[config.mk]
export PLATFORM = sky130hd
export DESIGN_NAME = me_best_mv_select
export DESIGN_NICKNAME = d
export VERILOG_FILES = /design/src/rtl/me_best_mv_select_pkg.sv /design/src/rtl/me_mv_cost.sv /design/src/rtl/me_best_mv_select.sv
export SDC_FILE = /design/constraint.sdc
export NUM_CORES = 1
export LEC_CHECK = 0
export CORE_AREA = 2 2 177 179
export CTS_BUF_LIST = sky130_fd_sc_hd__clkbuf_4 sky130_fd_sc_hd__clkbuf_8
export CTS_CLUSTER_DIAMETER = 200
export CTS_CLUSTER_SIZE = 14
export DETAILED_ROUTE_END_ITERATION = 16
export DIE_AREA = 0 0 179 181
export HOLD_SLACK_MARGIN = 0.05
export PLACE_DENSITY = 0.52
export SLEW_MARGIN = 20
export SYNTH_ARGS = -nofsm -noshare
export SYNTH_HDL_FRONTEND = slang
export SYNTH_SLANG_ARGS = --single-unit
[constraint.sdc]
create_clock -name clk -period 9.47 [get_ports clk]
set_input_delay 1.4205 -clock clk [delete_from_list [all_inputs] [get_ports clk]]
set_output_delay 1.4205 -clock clk [all_outputs]
set_load 0.05 [all_outputs]
[src/rtl/me_best_mv_select_pkg.sv]
// Shared types and defaults for the best-motion-vector selector.
package me_best_mv_select_pkg;

  localparam int SAD_W_DEF = 16;
  localparam int COL_W_DEF = 5;
  localparam int ROW_W_DEF = 7;

  localparam logic [SAD_W_DEF-1:0] SAD_MAX = '1;

  typedef enum logic [1:0] {
    IDLE  = 2'd0,
    TRACK = 2'd1,
    EMIT  = 2'd2
  } state_t;

  typedef struct packed {
    logic [SAD_W_DEF-1:0] cost;
    logic [COL_W_DEF-1:0] col;
    logic [ROW_W_DEF-1:0] row;
    logic                 hit;
  } entry_t;

  localparam entry_t ENTRY_CLR = '{cost: SAD_MAX, col: '0, row: '0, hit: 1'b0};

endpackage

[src/rtl/me_mv_cost.sv]
// Candidate cost for one SAD sample. With ME_MV_PENALTY_EN defined the cost
// is SAD plus the L1 distance from the window center, saturated to all ones;
// otherwise the cost is the raw SAD and no arithmetic is built.
module me_mv_cost
  import me_best_mv_select_pkg::*;
#(
  parameter int SAD_W      = SAD_W_DEF,
  parameter int COL_W      = COL_W_DEF,
  parameter int ROW_W      = ROW_W_DEF,
  parameter int CENTER_COL = 16,
  parameter int CENTER_ROW = 32
) (
  input  logic [SAD_W-1:0] sad_in,
  input  logic [COL_W-1:0] col,
  input  logic [ROW_W-1:0] row,
  output logic [SAD_W-1:0] cost
);

`ifdef ME_MV_PENALTY_EN
  localparam int SUM_W = SAD_W + 2;
  localparam logic signed [COL_W+1:0] CCOL = (COL_W+2)'(CENTER_COL);
  localparam logic signed [ROW_W+1:0] CROW = (ROW_W+2)'(CENTER_ROW);

  function automatic logic [COL_W+1:0] abs_col(input logic signed [COL_W+1:0] d);
    return (d < 0) ? -d : d;
  endfunction

  function automatic logic [ROW_W+1:0] abs_row(input logic signed [ROW_W+1:0] d);
    return (d < 0) ? -d : d;
  endfunction

  function automatic logic [SAD_W-1:0] sat_cost(input logic [SUM_W-1:0] s);
    return (|s[SUM_W-1:SAD_W]) ? {SAD_W{1'b1}} : s[SAD_W-1:0];
  endfunction

  logic signed [COL_W+1:0] dcol;
  logic signed [ROW_W+1:0] drow;
  logic        [SUM_W-1:0] sum;

  // Distance to center on each axis, then saturating accumulate.
  always_comb begin
    dcol = $signed({2'b00, col}) - CCOL;
    drow = $signed({2'b00, row}) - CROW;
    sum  = SUM_W'(sad_in) + SUM_W'(abs_col(dcol)) + SUM_W'(abs_row(drow));
    cost = sat_cost(sum);
  end
`else
  logic unused_cfg;

  // Coordinates and center only matter for the penalised cost.
  assign unused_cfg = ^{col, row, CENTER_COL[0], CENTER_ROW[0]};
  assign cost       = sad_in;
`endif

endmodule

[src/rtl/me_best_mv_select.sv]
// Tracks the minimum-cost candidate per coding sub-block across a search
// window sweep and emits the four best motion vectors over valid/ready.
// Optional macro ME_MV_PENALTY_EN adds a center-distance penalty to the cost.
module me_best_mv_select
  import me_best_mv_select_pkg::*;
#(
  parameter int SAD_W      = SAD_W_DEF,
  parameter int COL_W      = COL_W_DEF,
  parameter int ROW_W      = ROW_W_DEF,
  parameter int CENTER_COL = 16,
  parameter int CENTER_ROW = 32
) (
  input  logic             clk,
  input  logic             rst_n,
  input  logic             frame_start,
  input  logic             frame_end,
  input  logic             sad_valid,
  input  logic [1:0]       sad_cb,
  input  logic [SAD_W-1:0] sad_in,
  input  logic [COL_W-1:0] search_column_count,
  input  logic [ROW_W-1:0] search_row_count,
  output logic             mv_valid,
  input  logic             mv_ready,
  output logic [1:0]       mv_cb,
  output logic [COL_W-1:0] mv_col,
  output logic [ROW_W-1:0] mv_row,
  output logic [SAD_W-1:0] mv_sad,
  output logic             mv_hit,
  output logic             busy
);

  state_t           state;
  entry_t           trk     [4];
  entry_t           trk_nxt [4];
  logic [SAD_W-1:0] cost;
  logic             clr;
  logic             take;

  me_mv_cost #(
    .SAD_W      (SAD_W),
    .COL_W      (COL_W),
    .ROW_W      (ROW_W),
    .CENTER_COL (CENTER_COL),
    .CENTER_ROW (CENTER_ROW)
  ) u_cost (
    .sad_in (sad_in),
    .col    (search_column_count),
    .row    (search_row_count),
    .cost   (cost)
  );

  // Next tracker contents: optional clear first, then the same-cycle sample.
  // frame_end in TRACK overrides a simultaneous frame_start, so no clear then.
  always_comb begin
    trk_nxt = trk;
    clr  = frame_start && ((state == IDLE) || ((state == TRACK) && !frame_end));
    take = sad_valid && ((state == TRACK) || ((state == IDLE) && frame_start));
    if (clr) begin
      for (int i = 0; i < 4; i++) trk_nxt[i] = ENTRY_CLR;
    end
    if (take) begin
      if (!trk_nxt[sad_cb].hit || (cost < trk_nxt[sad_cb].cost)) begin
        trk_nxt[sad_cb] = '{cost: cost, col: search_column_count,
                            row: search_row_count, hit: 1'b1};
      end
    end
  end

  // FSM, tracker storage and registered result outputs.
  always_ff @(posedge clk) begin
    if (!rst_n) begin
      state    <= IDLE;
      for (int i = 0; i < 4; i++) trk[i] <= ENTRY_CLR;
      mv_valid <= 1'b0;
      mv_cb    <= 2'd0;
      mv_col   <= '0;
      mv_row   <= '0;
      mv_sad   <= '1;
      mv_hit   <= 1'b0;
      busy     <= 1'b0;
    end else begin
      trk <= trk_nxt;
      case (state)
        IDLE: begin
          if (frame_start) begin
            state <= TRACK;
            busy  <= 1'b1;
          end
        end
        TRACK: begin
          if (frame_end) begin
            state    <= EMIT;
            mv_valid <= 1'b1;
            mv_cb    <= 2'd0;
            mv_col   <= trk_nxt[0].col;
            mv_row   <= trk_nxt[0].row;
            mv_sad   <= trk_nxt[0].cost;
            mv_hit   <= trk_nxt[0].hit;
          end
        end
        EMIT: begin
          if (mv_valid && mv_ready) begin
            if (mv_cb == 2'd3) begin
              state    <= IDLE;
              mv_valid <= 1'b0;
              busy     <= 1'b0;
            end else begin
              mv_cb  <= mv_cb + 2'd1;
              mv_col <= trk[mv_cb + 2'd1].col;
              mv_row <= trk[mv_cb + 2'd1].row;
              mv_sad <= trk[mv_cb + 2'd1].cost;
              mv_hit <= trk[mv_cb + 2'd1].hit;
            end
          end
        end
        default: begin
          state    <= IDLE;
          mv_valid <= 1'b0;
          busy     <= 1'b0;
        end
      endcase
    end
  end

endmodule

# After elaboration in Yosys (flattened, before gate mapping)
# Index checks and enable logic that the tools add are counted.
# W data, S select, Z words.
[classes]
n_lt_le_gt_ge = 4
n_reduce_logical = 17
add_sub_neg = 1
n_mux = 43
n_eq_ne = 8
bitwise_logic = 4
[ops]
columns = ["operator", "count"]
rows = [
  ["$mux W116", 3],
  ["$mux W29", 5],
  ["$bmux W29 S2", 2],
  ["$bwmux W116", 1],
  ["$demux W29 S2", 1],
  ["$mux W16", 3],
  ["$pmux W16 S2", 1],
  ["$mux W7", 3],
  ["$lt A16 B16 Y1", 1],
  ["$reduce_and A4 Y1", 4],
  ["$mux W5", 3],
  ["$mux W2", 7],
  ["$pmux W7 S2", 1],
  ["$ne A2 B2 Y1 const B", 5],
  ["$pmux W5 S2", 1],
  ["$mux W1", 7],
  ["$ge A3 B3 Y1 const B", 2],
  ["$logic_and A1 B1 Y1", 6],
  ["$not A2 Y3", 2],
  ["$pmux W1 S3", 2],
  ["$pmux W2 S3", 1],
  ["$eq A2 B2 Y1 const B", 2],
  ["$pmux W2 S2", 1],
  ["$logic_or A1 B1 Y1", 3],
  ["8 further kinds", 10],
]
[word_totals]
out_inout_bits = 33
wordCells = 101
regBits = 151
in_bits = 36

# Logic depth before layout (Yosys ltp)
[depth]
ltp_word = 14
mapped_depth = 15
ltp_nobuf = 10

# Cells and area by module
# Synthesis repeated with hierarchy kept, for this count alone.
[hier_totals]
cells_unflattened = 740
hier_area_um2 = 7657.3
[modules_own_cells]
columns = ["mod", "cells_per_inst", "area_each_um2", "n_inst", "seq_area_each_um2"]
rows = [
  ["me_best_mv_select", 724, 7537.2, 1, 3022.9],
  ["me_mv_cost", 16, 120.1, 1, 0.0],
]

# Least setup slack after synthesis
# Ideal clock, no wire load.
[synth_timing]
kind = "input to register"
start = "in sad_cb[0]"
end = "reg trk[50] (netlist bit)"
t_arrival_ns = 5.215
required_ns = 9.349
cell_stages = 13
slack_ns = 4.134
setup_time_ns = 0.121
path_cell_list = "buf_1 > buf_1 > mux4_2 > nor2_1 > ha_1 > and4_1 > and4_1 > a2111o_1 > o21a_1 > buf_6 > nor4b_4 > buf_4 > mux2_2"
[synth_via]
elab_chain_cells = 8
elab_cells_between_ends = 15
cone_classes = "order compare: 3; mux: 8; bitwise: 1; reduce/logical: 3"
[synth_lines]
columns = ["item", "line_no", "source"]
rows = [
  ["start, declared", "me_best_mv_select.sv:18", "input logic [1:0] sad_cb,"],
  ["$not A2 Y3 (not written as such) *", "me_best_mv_select.sv:62, me_best_mv_select.sv:63", ""],
  ["$bmux W29 S2, or another cell as far along", "me_best_mv_select.sv:62", "if (!trk_nxt[sad_cb].hit || (cost < trk_nxt[sad_cb].cost)) begin"],
  ["$mux W29 (not written as such) / $logic_and A1 B1 Y1 (equally long branches)", "me_best_mv_select.sv:62, me_best_mv_select.sv:63", ""],
  ["$mux W29 (on tied branches)", "me_best_mv_select.sv:62, me_best_mv_select.sv:63", ""],
  ["$lt A16 B16 Y1, or another cell as far along", "me_best_mv_select.sv:62", ""],
  ["$logic_or A1 B1 Y1 / $bwmux W116 (equally long branches)", "me_best_mv_select.sv:62, me_best_mv_select.sv:63", ""],
  ["$mux W116 *", "me_best_mv_select.sv:62", ""],
  ["$mux W116 *", "me_best_mv_select.sv:61", "if (take) begin"],
  ["end signal, assigned", "me_best_mv_select.sv:82", "trk <= trk_nxt;"],
  ["end, declared", "me_best_mv_select.sv:33", "entry_t trk [4];"],
]
# Mark *: on every way between the ends. The rest lies on a longest branch, timed or not. The select of a mux whose other input is x is not followed.
# A chain may end at the register's enable or synchronous reset.

# Worst setup path in the final report
[layout_timing]
start = "in sad_cb[0]"
end = "reg trk[56] (netlist bit)"
# The elaborated chain is that of the path after synthesis.

==> metrics <==
Clock transition at path regs 100 ps; Max-slew headroom 37.5%; Reg-to-Reg Start state[1]$_SDFFE_PN0P_; post-synth top area cell dfxtp_1; Synth Register Bits 151; Hold WC Path Type reg2reg; Synth Warn # 0; run status finished clean; Netlist cell types 52; DRT Wirelength 22.9 mm; GRT Total Usage 14.4%; fin crit period 5390 ps; nets 807; syn nets 776; Detail Route Antenna Nets 0; Pwr Density 147 nW/um^2; clock share of power 38.5%; largest net degree at the start of global routing 93; Vias/cell 5.24; I/O pin count 69; top cell type's share of synthesized area 40.1%; worst slew pin tran 938 ps; Iter 0 DRT Violations 481; Tcrit/Tclk final 56.9%; H-tree levels 4; VDD IR max 0.0666 mV; count of final hold-check violations 0; Avg Cell Area, Syn 10.4 sq um; vias in the first global route 6131; Clock Tree Root clkbuf_8; Initial Util 24.8%; setup violators final 0; Synth Flop Type dfxtp_1; leakage 2.71 nW; critical path fanouts, max 25; clk buf depth 2; Inserted Diodes 0; Site Rows 64; DR WL/cell 19.6 um; CTS tree yes; Fillers 3129; Psw 406 uW; Worst Setup EP trk[56]$_SDFF_PN1_; Final Skew 24.4 ps; logic gate share of total power 11.2%; r2r setup slk 5210 ps; share of cells above drive strength 1 17.3%; Startpoint Class primary input; max-cap violation count 0; beginning of the critical path sad_cb[0]; GP Congestion 0.770; setup TNS 0 ps; f_max 0.186 GHz; Post-synth EDFFs 0; Sw Share 31.1%; Post-CTS Setup Bufs 0; most frequent cell after synthesis dfxtp_1; Synth top cells by count dfxtp_1, clkbuf_1, mux4_2; crit path DAT 5750 ps; placed wire-length estimate 14.1 mm; cts hold-fix bufs 0; Die Y 181 um; area growth from synthesis to layout 18.3%; width of the die 179 um; worst skew pair latency 480 ps; grt ovf 0; core area 30300 sq um; Port Buffer Count 68; tightest hold margin 471 ps; DIE AREA 32400 sq um; P_int 901 uW; via count 6104; max-slew violations 0; R2R Path End trk[56]$_SDFF_PN1_; drc violations 0; Setup crit end kind flop; fraction of registers with async set/reset 0%; Reg power frac 50.3%; antenna violations before repair 0; first-pass GRT wire length 36.2 mm; Crit Path Category in2reg; Num Clock Sinks 151; TritonCTS Buffers 17; Synth area leaders dfxtp_1, mux4_2, mux2_2; mapped cell area 7540 sq um; r2r worst-path depth 12; Seq/Total Area, Yosys 40.1%; RSZ-0062 raised after global routing false; Worst EP required 9830 ps; CTS resizes 0; post-synthesis cell count 724; 1st-pass router iterations 5
## cell families after synthesis
group	share of synthesized area (%)
AOI/OAI and AO/OA	15.6
adders and majority gates	2.66
buffers and inverters	4.23
DFF	40.1
muxes	21.8
and+or+nand+nor	15.5
## power by group through the flow
stage          Combinational, mW  Sequential, mW  Clock (mW)
2_1_floorplan             0.0842           0.676           0
3_3_place_gp               0.145           0.672           0
3_5_place_dp               0.146           0.672           0
4_1_cts                    0.146           0.658       0.514
5_1_grt                    0.157           0.660       0.539
6_report                   0.146           0.658       0.504
## stage by stage
stage	utilization [%]	power (mW)	std cells	worst slack, ps	area, sq um
floorplan	-	0.760	724	4130	7540
global placement	28.1	0.818	1132	3630	8540
detailed placement	28.1	0.818	1132	3600	8540
CTS	29.4	1.32	1164	4110	8920
global route	29.4	1.36	1164	3860	8920
finish	29.4	1.31	1164	4080	8920
## worst min-delay path by stage
stage | start | end | slack, ps | cells past startpoint
2_1_floorplan | trk[30]$_SDFF_PN0_ | trk[30]$_SDFF_PN0_ | 440 | 2
3_5_place_dp | trk[11]$_SDFF_PN0_ | trk[11]$_SDFF_PN0_ | 460 | 2
4_1_cts | trk[36]$_SDFF_PN0_ | trk[36]$_SDFF_PN0_ | 480 | 2
6_report | trk[36]$_SDFF_PN0_ | trk[36]$_SDFF_PN0_ | 470 | 2
5_1_grt | trk[35]$_SDFF_PN0_ | trk[35]$_SDFF_PN0_ | 500 | 2
3_3_place_gp | trk[39]$_SDFF_PN0_ | trk[39]$_SDFF_PN0_ | 450 | 2
## placed cells by master (no fill, tap or decap), drive strengths merged, types with 2 or more instances in the layout
cell | Yosys | layout
dfxtp | 151 | 151
clkdlybuf4s50 | 0 | 67
mux4 | 46 | 46
nand3 | 41 | 41
nand2 | 41 | 41
nand3b | 32 | 32
mux2 | 32 | 32
o21ai | 31 | 31
mux2i | 25 | 25
a21oi | 22 | 22
nor2 | 19 | 19
nand2b | 18 | 18
nor3 | 18 | 18
nor2b | 17 | 17
o22ai | 17 | 17
clkbuf | 49 | 17
a21boi | 16 | 16
a211oi | 16 | 16
o32ai | 16 | 16
buf | 22 | 16
ha | 16 | 16
inv | 3 | 16
a22oi | 13 | 13
o211ai | 12 | 12
a32oi | 12 | 12
and2 | 11 | 11
o21a | 4 | 4
nand4 | 3 | 3
and4 | 3 | 3
o311a | 2 | 2
clkinvlp | 0 | 2
a2111oi | 2 | 2
o311ai | 2 | 2
## registers in the layout (all words and copies together), names as in the netlist
| signal | flops |
|---|---|
| mv_col | 5 |
| mv_cb | 2 |
| mv_valid | 1 |
| trk | 116 |
| mv_hit | 1 |
| state | 2 |
| mv_row | 7 |
| mv_sad | 16 |
| busy | 1 |
## layer usage
metal	part of all wire, %	global-route usage [%]	vias to the layer above	wire, um
li1	-	-	2833	-
met1	48	20.8	3058	10900
met2	45	21.6	202	10300
met3	6.4	3.18	11	1460
met4	0.74	3.61	0	170
met5	0	0	-	0
## cell type report
| cell class | count | area, sq um | share of cell area, % |
|---|---|---|---|
| Clock inverter | 15 | 146 | 1.64 |
| Clock buffer | 17 | 234 | 2.62 |
| Inverter | 3 | 11.3 | 0.126 |
| Tap cell | 396 | 495 | 5.55 |
| Sequential cell | 151 | 3020 | 33.9 |
| Multi-Input combinational cell | 499 | 4220 | 47.3 |
| Timing Repair Buffer | 83 | 791 | 8.87 |
## critical path, cell delays in order
cell and delay, ps:
clkdlybuf4s50_1 450, buf_4 380, mux4_2 560, nor2_1 100
ha_1 250, and4_1 240, and4_1 200, a2111o_1 430
o21a_2 250, nor4b_4 500, buf_4 520, mux2_2 400
(Power assumes the default switching activity.)
